==> config.mk <==
export PLATFORM = sky130hd
export DESIGN_NAME = regfile_writeback
export DESIGN_NICKNAME = d
export VERILOG_FILES = /design/src/rtl/regfile_writeback.sv
export SDC_FILE = /design/constraint.sdc
export NUM_CORES = 1
export LEC_CHECK = 0
export CORE_MARGIN = 5
export CORE_UTILIZATION = 48
export DETAILED_ROUTE_END_ITERATION = 8
export PLACE_DENSITY = 0.76
export SLEW_MARGIN = 20
export SYNTH_ARGS = -nofsm -noshare
export SYNTH_HDL_FRONTEND = slang
export SYNTH_SLANG_ARGS = --single-unit
==> constraint.sdc <==
create_clock -name clk -period 2.1 [get_ports clk]
set_input_delay 0.42 -clock clk [delete_from_list [all_inputs] [get_ports clk]]
set_output_delay 0.42 -clock clk [all_outputs]
set_load 0.01 [all_outputs]
==> src/rtl/regfile_writeback.sv <==
`timescale 1ns/1ps
// Register-file write-port arbiter: ALU results win the port, memory results wait in a FIFO.
// Optional feature macro: WB_PENDING_QUERY_EN builds the pending-write lookup for decode hazards.
module regfile_writeback #(
  parameter int DEPTH = 4
) (
  input  logic                     clk,
  input  logic                     reset,
  input  logic                     alu_valid,
  input  logic [4:0]               alu_register,
  input  logic [31:0]              alu_data,
  input  logic                     mem_valid,
  output logic                     mem_ready,
  input  logic [4:0]               mem_register,
  input  logic [31:0]              mem_data,
  input  logic [4:0]               query_register,
  output logic                     query_pending,
  output logic [$clog2(DEPTH):0]   fifo_count,
  output logic [4:0]               write_register,
  output logic                     write_switch,
  output logic [31:0]              write_data
);

  localparam int PTR_W = $clog2(DEPTH);
  localparam int CNT_W = PTR_W + 1;

  logic [PTR_W-1:0] r_rd_ptr;
  logic [PTR_W-1:0] r_wr_ptr;
  logic [CNT_W-1:0] r_count;
  logic [4:0]       r_mem_reg  [DEPTH];
  logic [31:0]      r_mem_data [DEPTH];

  logic [4:0]       r_wb_reg;
  logic [31:0]      r_wb_data;
  logic             r_wb_switch;

  logic w_full;
  logic w_empty;
  logic w_alu_win;
  logic w_pop;
  logic w_push;

  assign w_full    = (r_count == CNT_W'(DEPTH));
  assign w_empty   = (r_count == '0);
  assign w_alu_win = alu_valid && (alu_register != 5'd0);
  assign w_pop     = !w_alu_win && !w_empty;
  // Register-0 loads complete the handshake but are dropped here.
  assign w_push    = mem_valid && !w_full && (mem_register != 5'd0);

  assign mem_ready = !w_full && !reset;
  assign fifo_count = r_count;

  // Stage p0: FIFO bookkeeping
  always_ff @(posedge clk or posedge reset) begin
    if (reset) begin
      r_rd_ptr <= '0;
      r_wr_ptr <= '0;
      r_count  <= '0;
    end else begin
      if (w_push) r_wr_ptr <= r_wr_ptr + PTR_W'(1);
      if (w_pop)  r_rd_ptr <= r_rd_ptr + PTR_W'(1);
      case ({w_push, w_pop})
        2'b10:   r_count <= r_count + CNT_W'(1);
        2'b01:   r_count <= r_count - CNT_W'(1);
        default: r_count <= r_count;
      endcase
    end
  end

  always_ff @(posedge clk) begin
    if (w_push) begin
      r_mem_reg[r_wr_ptr]  <= mem_register;
      r_mem_data[r_wr_ptr] <= mem_data;
    end
  end

  // Stage p1: registered write port
  always_ff @(posedge clk or posedge reset) begin
    if (reset) begin
      r_wb_switch <= 1'b0;
      r_wb_reg    <= '0;
      r_wb_data   <= '0;
    end else begin
      r_wb_switch <= w_alu_win || w_pop;
      if (w_alu_win) begin
        r_wb_reg  <= alu_register;
        r_wb_data <= alu_data;
      end else if (w_pop) begin
        r_wb_reg  <= r_mem_reg[r_rd_ptr];
        r_wb_data <= r_mem_data[r_rd_ptr];
      end
    end
  end

  assign write_switch   = r_wb_switch;
  assign write_register = r_wb_reg;
  assign write_data     = r_wb_data;

`ifdef WB_PENDING_QUERY_EN
  logic w_query_hit;

  // An entry is live when its distance from the read pointer is below the occupancy.
  always_comb begin
    w_query_hit = 1'b0;
    for (int i = 0; i < DEPTH; i++) begin
      if (({1'b0, PTR_W'(PTR_W'(i) - r_rd_ptr)} < r_count) &&
          (r_mem_reg[i] == query_register))
        w_query_hit = 1'b1;
    end
  end

  assign query_pending = w_query_hit && (query_register != 5'd0);
`else
  logic w_unused_query;

  assign w_unused_query = ^query_register;
  assign query_pending  = 1'b0;
`endif

endmodule

==> summary.md <==
| Metric | Value |
|---|---|
| Pwr Density | `between 1000 and 1500 nW/um^2` |
| Fin Hold WS | `252.1 ps` |
| Outcome | `finished clean` |
| Clock transition at path regs | `60 ps` |
| Starting Density | `49.09%` |
| Sequential share of power | `42.4%` |
| I/O Buffers | `about 120` |
| Static Leakage | `between 3 and 4 nW` |
| Final Hold Fails | `0` |
| Inserted Clock Buffers | `17` |
| Area of the mapped netlist | `around 7500 sq um` |
| CP top delay family | `simple AND/OR/NAND/NOR gates` |
| Final setup fails | `0` |
| CP arrival | `2410 ps` |
| Maximum clock insertion buffer count | `2` |
| Startpoint Class | `primary input` |
| Initial antenna violation count | `1` |
| GPL Wtd Cong | `0.7668` |
| Synthesized area per cell | `about 17 sq um` |
| Clock network fraction of total power | `approximately a quarter` |
| Layout area overhead | `31.23%` |
| Comb power frac | `between 30% and 40%` |
| Largest register FFs | `approximately 130` |
| H-tree levels | `4` |
| Critical path class | `primary input to flip-flop` |
| Cell taking the most area after synthesis | `edfxtp_1` |
| Syn Inst Count | `440` |
| Row cnt | `45` |
| Chip width | `134.9 um` |
| Dpl ws | `-708.9 ps` |
| CTS tree | `built` |
| Dominant cells by area after synthesis | `edfxtp_1, dfrtp_1, mux4_2` |
| Post-synth cell types | `29` |
| P_sw | `3.664 mW` |
| GRT Resource Usage Total | `a little under a fifth` |
| Buf/Inv on CP | `3` |
| Worst Path Required | `about 2500 ps` |
| DRC Markers | `0` |
| Crit-path max FO | `2` |
| Die height | `134.9 um` |
| Final Power | `12.92 mW` |
| Util after Layout | `approximately 64%` |
| Worst slew margin relative to its limit | `59.36%` |
| Clock sinks | `between 150 and 200` |
| Syn Nets | `529` |
| Crit path cell chain | `clkdlybuf4s15_1, or4_4, o211a_1, inv_2, ha_4, inv_2, fa_2, xor2_1, nor2_1, xor2_1` |
| Share of cells above drive strength 1 | `around a fifth` |
| Drt first pass iters | `4` |
| Largest net degree at the start of global routing | `51` |
| DRT iter0 DRCs | `around 270` |
| Core Footprint | `between 15000 and 20000 sq um` |
| Hold Crit Class | `primary input to flip-flop` |
| Tcrit/Tclk final | `between 90% and 100%` |
| Fin crit period | `between 2000 and 2500 ps` |
| Max-cap viol count | `0` |
| Post-route setup slack | `~33 ps` |
| Per-cell routed wire length | `19.08 um` |
| Yosys reg bits | `a little under 200` |
| Via/cell ratio | `around 5.3` |
| Worst path slowest cell | `or4_4` |
| Synth top area share | `around three fifths` |
| Sequential fraction of the synthesis area | `approximately 74%` |
| Post-layout nets | `approximately 680` |
| First-pass GRT wire length | `between 20000 and 30000 um` |
| Dpl cells | `between 700 and 800` |
| Dpl hpwl | `roughly 10000 um` |
| Final cell count without fillers | `810` |
| Total wire length | `between 15000 and 20000 um` |
| Diodes inserted | `0` |
| Syn. warnings | `0` |
| Worst-margin pin slew | `608.7 ps` |
| Setup Skew | `slightly below 6 ps` |
| Crit-path max cell delay | `540 ps` |
| Final Slew Violations | `0` |
| Die area | `around 18000 sq um` |
| Vias in the first global route | `4621` |
| Internal power | `9.256 mW` |
| Worst-skew pair later-pin latency | `~420 ps` |
| Ports | `between 100 and 150` |
| Total grt overflow | `0` |
| Sw frac | `around 28%` |
| Fmax | `between 400 and 500 MHz` |
| Vias | `approximately 4300` |
| Root buffer cell | `clkbuf_16` |
| VDD IR max | `a little over 600 uV` |
| Worst Setup End Kind | `flip-flop` |
| DRT antenna net count | `0` |
| CTS Hold Buffers Added | `0` |
[cell usage in the layout, fill, tap and decap left out, types with 2 or more instances in the layout]
master,n
a31oi_1,33
a31oi_2,2
a32oi_1,2
and2_2,4
buf_12,11
buf_4,22
bufinv_16,3
clkbuf_1,2
clkbuf_16,17
clkbuf_2,4
clkbuf_8,3
clkdlybuf4s15_1,2
clkdlybuf4s50_1,110
clkinv_1,3
dfrtp_1,43
dfrtp_2,2
dlygate4sd2_1,2
edfxtp_1,148
ha_1,4
inv_1,4
inv_2,3
mux4_2,37
nand2_1,74
nand3_1,3
nor2_1,36
or4_4,2
xnor2_1,3
xor2_1,3
[kinds of logic after synthesis]
family	after synthesis	share of synthesized area [%]
flops	193	74.36
mux	39	11.41
xor+xnor	6	0.7016
other cells	1	0.05006
compound gates	40	3.641
fa+ha+maj	6	1.102
buf+inv	32	2.205
simple gates	123	6.531
[power groups by stage]
stage / combinational, mW / clock, mW / sequential (mW)
6_report: 4.17 / 3.27 / 5.48
3_5_place_dp: 4.16 / 0 / 5.57
2_1_floorplan: 2.29 / 0 / 5.60
3_3_place_gp: 4.10 / 0 / 5.50
4_1_cts: 4.24 / 3.33 / 5.49
5_1_grt: 4.57 / 3.48 / 5.57
[synth_stat cells (all sizes together)]
cell	instances
a21oi	1
a31oi	35
a32oi	2
and2	5
buf	19
clkbuf	6
conb	1
dfrtp	45
edfxtp	148
fa	1
ha	5
inv	7
mux2	1
mux2i	1
mux4	37
nand2	74
nand3	3
nor2	37
nor3	1
o211a	1
o21ai	1
or3	1
or4	2
xnor2	3
xor2	3
[routing by layer]
metal	vias to the layer above	global-route usage, %	wire, um
met5	-	0	7
met4	2	5.882	267
met3	31	4.881	920
met2	136	30.29	7750
met1	2133	23.41	6505
li1	1962	-	-
[repair_timing]
item                                    CTS  global route
resized for setup                        10            13
buffers inserted                          4             2
endpoints found under the setup margin    4             2
pin swaps                                 8            10
[through the flow]
step	setup TNS [ps]	cell area, sq um
finish	0	9831
global route	-1.257	9831
CTS	0	9819
detailed placement	-73660	9190
global placement	-62410	9190
floorplan	-244.6	7525
[final cells by class]
type / count / area (sq um)
sequential: 193 / 5573
fill: 1046 / 5428
multi-input combinational: 215 / 1805
timing repair buffer: 152 / 1556
clock buffer: 22 / 474.2
tap: 211 / 264.0
clock inverter: 10 / 131.4
inverter: 7 / 26.28
[worst paths after layout]
kind | to | depth (start not counted) | startpoint | slack, ps
worst max-delay path | fifo_count[2] | 10 | mem_register[0] | 30
worst min-delay path | r_mem_reg[0][2] | 1 | mem_register[2] | 250
worst max register to register | fifo_count[2] | 11 | fifo_count[1] | 140
worst min register to register | write_data[23] | 2 | write_data[23] | 540
max in group asynchronous | write_data[9] | 3 | reset | 1130
min in group asynchronous | write_register[1] | 2 | reset | 420
(Power assumes the default switching activity.)
